<file path="config.mk">
export PLATFORM = sky130hd
export DESIGN_NAME = seg7_scan_driver
export DESIGN_NICKNAME = d
export VERILOG_FILES = /design/src/rtl/seg7_pkg.sv /design/src/rtl/seg7_scan_timer.sv /design/src/rtl/seg7_scan_driver.sv
export SDC_FILE = /design/constraint.sdc
export NUM_CORES = 1
export LEC_CHECK = 0
export BUFFER_PORTS_ARGS = -buffer_cell sky130_fd_sc_hd__buf_2
export CAP_MARGIN = 10
export CORE_MARGIN = 2
export CORE_UTILIZATION = 30
export DETAILED_ROUTE_END_ITERATION = 8
export PLACE_DENSITY = 0.55
export SLEW_MARGIN = 20
export SYNTH_ARGS = -nofsm -noshare
export SYNTH_HDL_FRONTEND = slang
export SYNTH_SLANG_ARGS = --single-unit
</file>
<file path="constraint.sdc">
create_clock -name clk -period 3.45 [get_ports clk]
set_clock_uncertainty 0.2 [all_clocks]
set_input_delay 0 -clock clk [delete_from_list [all_inputs] [get_ports clk]]
set_output_delay 0 -clock clk [all_outputs]
set_load 0.02 [all_outputs]
</file>
<file path="src/rtl/seg7_pkg.sv">
// Shared constants for the 7-segment scan driver: active-low hex decode table,
// blank code and the decode helper.
package seg7_pkg;

  localparam logic [6:0] SEG_BLANK = 7'h7F;

  // Entry [n] is the active-low pattern for hex digit n (entry 0 is listed last).
  localparam logic [15:0][6:0] SEG_LUT = {
    7'h38, 7'h30, 7'h42, 7'h31, 7'h60, 7'h08, 7'h04, 7'h00,
    7'h0F, 7'h20, 7'h24, 7'h4C, 7'h06, 7'h12, 7'h4F, 7'h01
  };

  function automatic logic [6:0] seg7_decode(input logic [3:0] nib);
    return SEG_LUT[nib];
  endfunction

endpackage

</file>
<file path="src/rtl/seg7_scan_timer.sv">
// Refresh timing for the digit scan: per-slot counter, digit index, the dead-time
// flag at the start of each slot and the end-of-frame pulse.
module seg7_scan_timer #(
  parameter int NUM_DIGITS  = 4,
  parameter int REFRESH_DIV = 50000,
  parameter int DEAD_CYCLES = 2,
  localparam int IDX_W      = (NUM_DIGITS > 1) ? $clog2(NUM_DIGITS) : 1,
  localparam int CNT_W      = $clog2(REFRESH_DIV)
) (
  input  logic             clk,
  input  logic             rst,
  input  logic             i_enable,
  output logic [IDX_W-1:0] o_idx,
  output logic             o_dead,
  output logic             o_wrap,
  output logic             o_frame_done
);

  logic [CNT_W-1:0] r_cnt;
  logic [IDX_W-1:0] r_idx;
  logic             r_fd;
  logic             w_tc;
  logic             w_last;

  assign w_tc   = (r_cnt == CNT_W'(REFRESH_DIV - 1));
  assign w_last = (r_idx == IDX_W'(NUM_DIGITS - 1));
  // o_wrap marks the edge on which the index returns to 0
  assign o_wrap = i_enable & w_tc & w_last;

  always_ff @(posedge clk or posedge rst) begin
    if (rst) begin
      r_cnt <= '0;
      r_idx <= '0;
      r_fd  <= 1'b0;
    end else begin
      r_fd <= o_wrap;
      if (!i_enable) begin
        r_cnt <= '0;
        r_idx <= '0;
      end else if (w_tc) begin
        r_cnt <= '0;
        r_idx <= w_last ? '0 : r_idx + IDX_W'(1);
      end else begin
        r_cnt <= r_cnt + CNT_W'(1);
      end
    end
  end

  assign o_idx        = r_idx;
  assign o_dead       = (r_cnt < CNT_W'(DEAD_CYCLES));
  assign o_frame_done = r_fd & i_enable;

endmodule

</file>
<file path="src/rtl/seg7_scan_driver.sv">
// Multiplexed 7-segment driver: shadow/display double buffer swapped only at frame
// wrap, leading-zero blanking, per-digit blink and registered active-low outputs.
module seg7_scan_driver
  import seg7_pkg::*;
#(
  parameter int NUM_DIGITS   = 4,
  parameter int REFRESH_DIV  = 50000,
  parameter int DEAD_CYCLES  = 2,
  parameter int BLINK_CYCLES = 25000000
) (
  input  logic                    clk,
  input  logic                    rst,
  input  logic                    enable,
  input  logic                    load,
  input  logic [4*NUM_DIGITS-1:0] value,
  input  logic [NUM_DIGITS-1:0]   dp_in,
  input  logic [NUM_DIGITS-1:0]   blink_mask,
  input  logic                    blank_lz,
  output logic [6:0]              seg,
  output logic                    dp,
  output logic [NUM_DIGITS-1:0]   an,
  output logic                    pending,
  output logic                    frame_done
);

  localparam int IDX_W = (NUM_DIGITS > 1) ? $clog2(NUM_DIGITS) : 1;
  localparam int BLK_W = (BLINK_CYCLES > 1) ? $clog2(BLINK_CYCLES) : 1;

  logic [IDX_W-1:0]        w_idx;
  logic                    w_dead;
  logic                    w_wrap;

  seg7_scan_timer #(
    .NUM_DIGITS (NUM_DIGITS),
    .REFRESH_DIV(REFRESH_DIV),
    .DEAD_CYCLES(DEAD_CYCLES)
  ) u_timer (
    .clk         (clk),
    .rst         (rst),
    .i_enable    (enable),
    .o_idx       (w_idx),
    .o_dead      (w_dead),
    .o_wrap      (w_wrap),
    .o_frame_done(frame_done)
  );

  logic [4*NUM_DIGITS-1:0] r_sh_val,   r_disp_val;
  logic [NUM_DIGITS-1:0]   r_sh_dp,    r_disp_dp;
  logic [NUM_DIGITS-1:0]   r_sh_blink, r_disp_blink;
  logic                    r_pending;

  // A load on the wrap edge bypasses the shadow so that frame already shows it.
  always_ff @(posedge clk or posedge rst) begin
    if (rst) begin
      r_sh_val     <= '0;
      r_sh_dp      <= '0;
      r_sh_blink   <= '0;
      r_disp_val   <= '0;
      r_disp_dp    <= '0;
      r_disp_blink <= '0;
      r_pending    <= 1'b0;
    end else begin
      if (load) begin
        r_sh_val   <= value;
        r_sh_dp    <= dp_in;
        r_sh_blink <= blink_mask;
      end
      if (w_wrap && load) begin
        r_disp_val   <= value;
        r_disp_dp    <= dp_in;
        r_disp_blink <= blink_mask;
        r_pending    <= 1'b0;
      end else if (w_wrap && r_pending) begin
        r_disp_val   <= r_sh_val;
        r_disp_dp    <= r_sh_dp;
        r_disp_blink <= r_sh_blink;
        r_pending    <= 1'b0;
      end else if (load) begin
        r_pending    <= 1'b1;
      end
    end
  end

  logic [BLK_W-1:0] r_blk_cnt;
  logic             r_blink_phase;

  always_ff @(posedge clk or posedge rst) begin
    if (rst) begin
      r_blk_cnt     <= '0;
      r_blink_phase <= 1'b0;
    end else if (r_blk_cnt == BLK_W'(BLINK_CYCLES - 1)) begin
      r_blk_cnt     <= '0;
      r_blink_phase <= ~r_blink_phase;
    end else begin
      r_blk_cnt     <= r_blk_cnt + BLK_W'(1);
    end
  end

  logic [NUM_DIGITS-1:0] w_lz;
  logic                  w_zero_above;

  // Digit i is a leading zero when it and every higher nibble are zero.
  always_comb begin
    w_lz         = '0;
    w_zero_above = 1'b1;
    for (int i = NUM_DIGITS - 1; i >= 0; i--) begin
      w_zero_above = w_zero_above & (r_disp_val[4*i +: 4] == 4'h0);
      w_lz[i]      = w_zero_above & (i != 0);
    end
  end

  logic [3:0]            w_nib;
  logic [6:0]            w_seg;
  logic                  w_dpn;
  logic [NUM_DIGITS-1:0] w_an;

  always_comb begin
    w_nib = r_disp_val[{w_idx, 2'b00} +: 4];
    w_seg = seg7_decode(w_nib);
    w_dpn = ~r_disp_dp[w_idx];
    w_an  = w_dead ? '1 : ~(NUM_DIGITS'(1) << w_idx);
    if (blank_lz && w_lz[w_idx])
      w_seg = SEG_BLANK;
    if (r_blink_phase && r_disp_blink[w_idx]) begin
      w_seg = SEG_BLANK;
      w_dpn = 1'b1;
    end
    if (!enable) begin
      w_seg = SEG_BLANK;
      w_dpn = 1'b1;
      w_an  = '1;
    end
  end

  logic [6:0]            r_seg;
  logic                  r_dp;
  logic [NUM_DIGITS-1:0] r_an;

  always_ff @(posedge clk or posedge rst) begin
    if (rst) begin
      r_seg <= SEG_BLANK;
      r_dp  <= 1'b1;
      r_an  <= '1;
    end else begin
      r_seg <= w_seg;
      r_dp  <= w_dpn;
      r_an  <= w_an;
    end
  end

  assign seg     = r_seg;
  assign dp      = r_dp;
  assign an      = r_an;
  assign pending = r_pending;

endmodule

</file>
==> After elaboration in Yosys (flattened, before gate mapping) <==
Memories as Yosys holds them, arrays and structs flattened.
Index checks and enable logic that the tools add are counted.
{ "totals": {"ff_bits": 106, "rom_bits": 112, "inputBits": 29, "output_inout_bits": 14, "wordCells": 74, "n_memories": 1} }
{ "mem_list": {"columns": ["name", "words", "word_bits", "rd", "rd_ports_with_merged_regs", "wr", "line_no", "rtl"], "rows": [
  ["(no name shown)", 16, 7, 1, 0, 0, "seg7_pkg.sv:14", "return SEG_LUT[nib];"]
]} }
{ "classes": {"n_addsub": 3, "magnitude_cmp": 3, "n_eq_ne": 4, "n_shift": 2, "n_mux": 29, "bitwise_logic": 8, "reduce_logical": 9} }
{ "ops": {"columns": ["op", "n"], "rows": [
  ["two-way mux 16 bit", 4],
  ["two-way mux 7 bit", 4],
  ["adder 25 x 1 -> 25 bit, second input constant", 1],
  ["== test 25 bit, second input constant", 1],
  ["two-way mux 25 bit", 1],
  ["two-way mux 4 bit", 6],
  ["adder 16 x 1 -> 16 bit, second input constant", 1],
  ["== test 16 bit, second input constant", 1],
  ["less-than comparator 16 x 2 -> 1 bit, second input constant", 1],
  ["indexed part select 16 x 5 -> 4 bit", 1],
  ["zero test 4 bit", 3],
  ["two-way mux 1 bit", 8],
  ["binary-select mux 1 bit (select 2 bit)", 3],
  ["two-way mux 2 bit", 3],
  ["AND 1 bit", 5],
  ["less-than comparator 4 x 5 -> 1 bit, second input constant", 1],
  ["logical AND 1 bit", 4],
  ["inverter 4 bit", 1],
  ["<< shifter 1 x 2 -> 4 bit, first input constant", 1],
  ["less-than comparator 2 x 3 -> 1 bit, second input constant", 1],
  ["nonzero test 3 bit", 1],
  ["adder 2 x 1 -> 2 bit, second input constant", 1],
  ["== test 2 bit, second input constant", 1],
  ["inequality test 2 x 1 -> 1 bit, second input constant", 1],
  ["other kinds (2)", 3]
]} }

==> Logic depth before layout (Yosys ltp) <==
Gate-level depths: netlist of run 1.
{ "depth": {"ltp_word": 9, "depth_mapped": 8, "depth_no_buf": 7} }

==> Cells and area by module <==
A second synthesis of run 1 with hierarchy kept.
{ "unflattened": {"cells_unflattened": 458, "hier_area_um2": 5162.5} }
{ "by_module_without_submodules": {"columns": ["module", "n_inst", "cells_each", "area_per_inst_um2", "seq_area_each_um2"], "rows": [
  ["seg7_scan_driver", 1, 360, 4185.3, 2192.1],
  ["seg7_scan_timer", 1, 98, 977.2, 475.5]
]} }

==> Worst setup path before layout of run 1 <==
Ideal clock, no wire load.
{ "synth_timing": {"kind": "reg2reg", "startpoint": "register u_timer.r_cnt[10]", "endpoint": "register r_disp_dp[0]", "setup_time_ns": 0.137, "arrival_ns": 1.803, "t_required_ns": 3.113, "setup_slack_ns": 1.310, "stages_incl_launch_ff": 7, "path_buffers": 1, "period_less_slack_ns": 2.140, "cell_sequence": "dfrtp_1 or4_4 nor3_1 nand3_2 buf_2 o22ai_1 a21oi_1"} }
{ "synth_between": {"elab_chain_len": 5, "elab_cells_between_ends": 7, "classes_between": "eq/ne (1); mux (1); bitwise (2); reduce/logical (3)"} }
{ "synth_rtl": {"columns": ["item", "line_no", "rtl"], "rows": [
  ["start, declared", "seg7_scan_timer.sv:19", "logic [CNT_W-1:0] r_cnt;"],
  ["start signal, assigned", "seg7_scan_timer.sv:44", "r_cnt <= r_cnt + CNT_W'(1);"],
  ["== test 16 bit *", "seg7_scan_timer.sv:25", "assign w_tc = (r_cnt == CNT_W'(REFRESH_DIV - 1));"],
  ["AND 1 bit * (2 in series)", "seg7_scan_timer.sv:28", "assign o_wrap = i_enable & w_tc & w_last;"],
  ["logical AND 1 bit, on equally long branches", "seg7_scan_driver.sv:68, seg7_scan_driver.sv:73", null],
  ["two-way mux 4 bit or nonzero test 2 bit (tied branches)", null, null],
  ["end signal, assigned", "seg7_scan_driver.sv:70", "r_disp_dp <= dp_in;"],
  ["end signal, assigned", "seg7_scan_driver.sv:75", "r_disp_dp <= r_sh_dp;"],
  ["end, declared", "seg7_scan_driver.sv:48", "logic [NUM_DIGITS-1:0] r_sh_dp, r_disp_dp;"]
]} }
Every way passes the cells marked *; elsewhere a longest branch is shown, timed or not.
A chain may end at the register's enable or synchronous reset.

==> Worst setup path after layout of run 1 <==
{ "layout_timing": {"startpoint": "register u_timer.r_cnt[10]", "endpoint": "register r_disp_val[11]"} }
{ "layout_between": {"elab_chain_len": 5, "elab_cells_between_ends": 7, "classes_between": "eq/ne (1); mux (1); bitwise (2); reduce/logical (3)"} }
{ "layout_rtl": {"columns": ["item", "line_no", "rtl"], "rows": [
  ["== test 16 bit *", "seg7_scan_timer.sv:25", null],
  ["AND 1 bit * (2 in series)", "seg7_scan_timer.sv:28", null],
  ["logical AND 1 bit, on equally long branches", "seg7_scan_driver.sv:68, seg7_scan_driver.sv:73", null],
  ["two-way mux 16 bit or nonzero test 2 bit (tied branches)", null, null],
  ["end signal, assigned", "seg7_scan_driver.sv:69", "r_disp_val <= value;"],
  ["end signal, assigned", "seg7_scan_driver.sv:74", "r_disp_val <= r_sh_val;"],
  ["end, declared", "seg7_scan_driver.sv:47", "logic [4*NUM_DIGITS-1:0] r_sh_val, r_disp_val;"]
]} }
Marks and branches as above.

==> qor.csv, run 1 <==
metric;value;unit
fin_crit;2520;ps
path_delay_family;simple AND/OR/NAND/NOR gates;
finalHoldViolations;0;
grt_pass1_wl;19600;um
synth_cell_types;47;
num_rows;47;
hold_path.class;in -> reg;
syn-instance-count;470;
fin_nets;573;
yosys-top-cells-area;dfrtp_1 (46%), dfstp_2 (6.2%), mux2_2 (5.3%);
grt_usage;13.6;%
cp.required;3460;ps
final_common_cell;dfrtp_1;
synth_warnings;0;
setup_slack;926;ps
port_buffers;42;
final_cells;757;
die_w;135;um
finalSetupTns;0;ps
grt_overflow;0;
cp.arrival;2540;ps
post_cts_resized;0;
wirelength;11500;um
clkSlewWorstSetupHoldPaths;80;ps
yosys_register_bits;106;
core_area;0.0166;mm^2
path_cells;or4_4 -> nor3_1 -> nand3_2 -> o22ai_1 -> a21oi_2;
p_clk_share;42.5;%
drtAntennaViolNets;0;
p_comb_share;5.9;%
nFillCells;1646;
via_per_inst;5.00;
cp_slowest_cell;or4_4;
root_buffer;clkbuf_16;
switchingPower;577;uW
dp.final_hpwl;7890;um
drt_drc_violations_left;0;
synthFlopType;dfrtp_1;
first_iter_violations;287;
cts_inserted_buffers;9;
post-route-period-util;73.2;%
synth_area_per_cell;10.9;um^2
setup_violations;0;
grt_max_degree;65;
power_density;411;mW/mm^2
cap_violations;0;
pre_cts_slack;953;ps
layout-drive-gt1-share;21.8;%
grt_pass1_vias;3852;
vias;3788;
critical-path-max-stage-delay;570;ps
layout_common_cells;dfrtp_1 (94), nor2_1 (44), buf_2 (42), o22ai_1 (39), nand2_1 (30);
p_leak;0.00265;uW
synth_area;0.00513;mm^2
final_util;36.9;%
cp-end-kind;flop;
die-area;0.0181;mm^2
cts_tree;built;
cts.sinks;106;
drt_first_pass_iters;5;
relSlewSlack;45.7;%
placed_cell_area;0.00555;mm^2
clock_path_buffers;2;
ir_drop;0.000224;V
area_growth;19.7;%
diodes;0;
synth_fp_nets;511;
die_h;135;um
synth_edf_count;0;
path_class;reg -> reg;
rsz0062_at_grt;false;
worstMarginPinSlew;814;ps
p_int;1940;uW
clk_latency;360;ps
netlist.area_leader.share;45.9;%
power_frac_seq;51.6;%
drv_slew;0;
start_kind;flop;
async_reset_ff_share;100;%
dp_cells;714;
wl_per_cell;15.1;um
antenna_found_initial;0;
swShare;22.9;%
outcome;completed;
gp_congestion;0.768;
seqCellArea;0.00267;mm^2
htree_levels;3;
stdcell_area;0.00614;mm^2
initial_core_util;30.8;%
fmax;0.396;GHz
ys_seq_area_share;52.0;%
ioPinCount;43;
critPathBufInv;0;
critPathMaxFanout;18;
synth_top_cell_by_area;dfrtp_1;
multi_input_area;0.00231;mm^2
tightest hold or removal path, cell delays in order:
cell	delay, ps
buf_2	330
nand2_1	130
o21ai_0	70
logic make-up (layout without fill, tap and decap cells):
family	count (synthesis)	count (layout)	share of synthesized area [%]
and+or+nand+nor	158	158	16.0
xor gates and xnor gates	40	40	6.83
AOI/OAI and AO/OA	88	88	10.7
DFF	106	106	52.0
buffers and inverters	34	101	2.95
muxes	32	32	8.54
adders and majority gates	12	12	2.93
power by group through the flow:
stage / clock network (uW) / registers (uW) / logic, uW
final: 1070 / 1300 / 150
after global routing: 1170 / 1300 / 167
after CTS: 1110 / 1300 / 153
after detailed placement: 0 / 1320 / 129
after global placement: 0 / 1320 / 126
after floorplan: 0 / 1320 / 74.8
path summary, 6_finish.rpt:
check,from,endpoint,slack (ps),cells past startpoint
setup / recovery,u_timer.r_cnt[10]$_DFF_PP0_,r_disp_val[11]$_DFFE_PP0N_,930,5
hold / removal,load,r_sh_val[15]$_DFFE_PP0P_,30,3
setup reg to reg,u_timer.r_cnt[10]$_DFF_PP0_,r_disp_val[11]$_DFFE_PP0N_,930,5
hold reg to reg,r_blk_cnt[4]$_DFF_PP0_,r_blk_cnt[4]$_DFF_PP0_,280,1
max in group asynchronous,rst,an[2]$_DFF_PP1_,2120,4
min in group asynchronous,rst,r_blk_cnt[8]$_DFF_PP0_,160,3
per-stage QoR:
| stage | hold slack (ps) | total power (uW) |
|---|---|---|
| 2_1_floorplan | -140 | 1400 |
| 3_3_place_gp | 9.73 | 1450 |
| 3_5_place_dp | 17.9 | 1450 |
| 4_1_cts | 17.6 | 2560 |
| 5_1_grt | 68.6 | 2640 |
| 6_report | 29.2 | 2520 |
final cells by class:
cell class | instances | share of cell area [%]
sequential | 106 | 43.5
multi-input combinational | 330 | 37.6
timing repair buffer | 74 | 8.64
tap | 220 | 4.48
clock buffer | 10 | 3.89
clock inverter | 6 | 1.22
inverter | 11 | 0.713
registers in the layout (all words and copies together) (netlist names):
name,count
r_disp_dp,4
u_timer.o_idx,2
dp,1
r_blk_cnt,25
r_sh_dp,4
seg,7
r_sh_blink,4
u_timer.r_cnt,16
r_disp_val,16
pending,1
r_blink_phase,1
r_sh_val,16
an,4
r_disp_blink,4
u_timer.r_fd,1
routing by layer:
layer | vias up | routed length [um] | global-route usage [%]
met2 | 54 | 5250 | 20.9
met3 | 17 | 360 | 3.04
met4 | 0 | 172 | 4.04
met5 | - | 0 | 0
met1 | 1882 | 5680 | 19.2
li1 | 1835 | - | -
Yosys cell counts (7+ instances only):
cell,number
nand4_1,7
and3_1,7
mux2_2,24
nor4_1,7
mux4_2,7
ha_1,12
clkbuf_1,11
nor3_1,8
nand3_1,25
buf_2,7
a21oi_1,22
xnor2_1,22
xor2_1,18
dfstp_2,12
nand2_1,30
nor2_1,44
inv_1,11
dfrtp_1,94
and4_1,7
o22ai_1,39
repair_timing:
| item | 4_1_cts | 5_1_grt |
|---|---|---|
| hold buffers | 27 | 0 |
| endpoints found under the hold margin | 120 | 0 |
| setup buffers | 0 | 0 |
Note: power is estimated with default switching activity, not from simulation.
==> run 2: changes to the inputs <==
==> constraint.sdc (replaced) <==
create_clock -name clk -period 2.4 [get_ports clk]
set_clock_uncertainty 0.2 [all_clocks]
set_input_delay 0 -clock clk [delete_from_list [all_inputs] [get_ports clk]]
set_output_delay 0 -clock clk [all_outputs]
set_load 0.02 [all_outputs]
==> qor.csv, run 2 (same netlist as run 1, synthesis figures left out) <==
metric;value;unit;change
root_buffer;clkbuf_16;;unchanged
clkSlewWorstSetupHoldPaths;70;ps;was 80 ps
critical_path.startpoint;u_timer.r_cnt[10]$_DFF_PP0_;;unchanged
grt_pass1_vias;3869;;was 3852
fin_crit;2250;ps;was 2520 ps
wl_per_cell;14.8;um;was 15.1 um
drt_first_pass_iters;4;;was 5
cts_tree;built;;unchanged
relSlewSlack;47.9;%;was 45.7%
fin_nets;598;;was 573
die-area;0.0181;mm^2;unchanged
wirelength;11600;um;was 11500 um
p_leak;0.00277;uW;was 0.00265 uW
dp.final_hpwl;7980;um;was 7890 um
top_register;r_blk_cnt;;unchanged
swShare;21.4;%;was 22.9%
gp_congestion;0.838;;was 0.768
final_util;38.6;%;was 36.9%
ioPinCount;43;;unchanged
via_per_inst;5.00;;about the same
fmax;0.444;GHz;was 0.396 GHz
p_int;2950;uW;was 1940 uW
path_class;reg -> reg;;unchanged
reg2reg_depth;6;;was 5
layout_common_cells;dfrtp_1 (94), nor2_1 (44), buf_2 (42), dlygate4sd3_1 (41), o22ai_1 (39);;was dfrtp_1 (94), nor2_1 (44), buf_2 (42), o22ai_1 (39), nand2_1 (30)
met1_length;5370;um;was 5680 um
drtAntennaViolNets;0;;unchanged
top_layer;met4;;unchanged
wl_met2;5450;um;was 5250 um
num_rows;47;;unchanged
drt_drc_violations_left;0;;unchanged
cp-end-kind;flop;;unchanged
post-route-period-util;93.9;%;was 73.2%
diodes;0;;unchanged
finalHoldViolations;0;;unchanged
p_clk_share;43.5;%;was 42.5%
outcome;completed;;unchanged
port_buffers;42;;unchanged
grt_pass1_wl;19400;um;was 19600 um
die_w;135;um;unchanged
grt_max_degree;40;;was 65
clock_path_buffers;2;;unchanged
antenna_found_initial;0;;unchanged
start_kind;flop;;unchanged
power_frac_seq;49.8;%;was 51.6%
largest_reg_flops;25;;unchanged
switchingPower;803;uW;was 577 uW
grt_overflow;0;;unchanged
post_cts_buffers;0;;unchanged
core_area;0.0166;mm^2;unchanged
initial_core_util;30.8;%;unchanged
rr_startpoint;u_timer.r_cnt[10]$_DFF_PP0_;;unchanged
drv_slew;0;;unchanged
worstMarginPinSlew;780;ps;was 814 ps
first_iter_violations;181;;was 287
layout-drive-gt1-share;23.0;%;was 21.8%
vias;3910;;was 3788
grt_usage;13.5;%;was 13.6%
setup_violations;0;;unchanged
rsz0062_at_grt;false;;unchanged
cp.arrival;2320;ps;was 2540 ps
hold_path.class;in -> async;;was in -> reg
die_h;135;um;unchanged
routed-wl-met3;571;um;was 360 um
cp.required;2470;ps;was 3460 ps
area_growth;25.2;%;was 19.7%
cts.sinks;106;;unchanged
power_density;585;mW/mm^2;was 411 mW/mm^2
htree_levels;3;;unchanged
cts_inserted_buffers;9;;unchanged
cap_violations;0;;unchanged
finalSetupTns;0;ps;unchanged
p_comb_share;6.7;%;was 5.9%
clk_latency;350;ps;was 360 ps
final_common_cell;dfrtp_1;;unchanged
critPathMaxFanout;15;;was 18
ir_drop;0.000332;V;was 0.000224 V
run 2: layout make-up:
type	instances	area [um^2]
clock buffer	11	253
clock inverter	5	85.1
fill	1615	10200
inverter	11	45.0
multi-input combinational	330	2310
sequential	106	2670
tap	220	275
timing repair buffer	99	778
run 2: final timing paths:
path / endpoint / slack [ps]
worst max-delay path: r_disp_val[0]$_DFFE_PP0N_ / 150
worst min-delay path: r_blk_cnt[9]$_DFF_PP0_ / 140
min in group clk: r_sh_val[6]$_DFFE_PP0P_ / 230
worst min register to register: r_blk_cnt[4]$_DFF_PP0_ / 270
max in group asynchronous: dp$_DFF_PP1_ / 1160
worst max register to register: r_disp_val[0]$_DFFE_PP0N_ / 150
run 2: per-stage QoR:
| stage | instances | setup slack [ps] | power, uW | hold slack (ps) | cell area, um^2 |
|---|---|---|---|---|---|
| after floorplan | 470 | 260 | 2010 | -140 | 5130 |
| after global placement | 725 | 176 | 2090 | -24.4 | 5660 |
| after detailed placement | 725 | 151 | 2100 | -18.0 | 5660 |
| after CTS | 782 | 146 | 3810 | 155 | 6410 |
| after global routing | 782 | 38.9 | 3910 | 209 | 6420 |
| final | 782 | 147 | 3760 | 135 | 6420 |
run 2: power by group through the flow:
stage | clock network, uW | registers (uW) | logic, uW
CTS | 1690 | 1870 | 256
floorplan | 0 | 1900 | 108
global placement | 0 | 1900 | 188
finish | 1630 | 1870 | 253
global route | 1750 | 1870 | 281
detailed placement | 0 | 1900 | 193
run 2: metal layers:
metal | global-route usage [%] | up-vias
li1 | - | 1876
met1 | 18.4 | 1925
met2 | 20.9 | 92
met3 | 3.60 | 17
met4 | 4.56 | 0
met5 | 0 | -
run 2: critical path, stage by stage (launching register included):
cell and delay (ps):
dfrtp_1 420, or4_4 570, or3_4 440, nor2_8 150
buf_12 160, o22ai_1 80, a21oi_1 140
run 2: what timing repair did:
action | CTS | global route
endpoints found under the setup margin | 0 | 2
endpoints found under the hold margin | 111 | 0
hold buffers | 41 | 0
gates resized for setup | 0 | 1
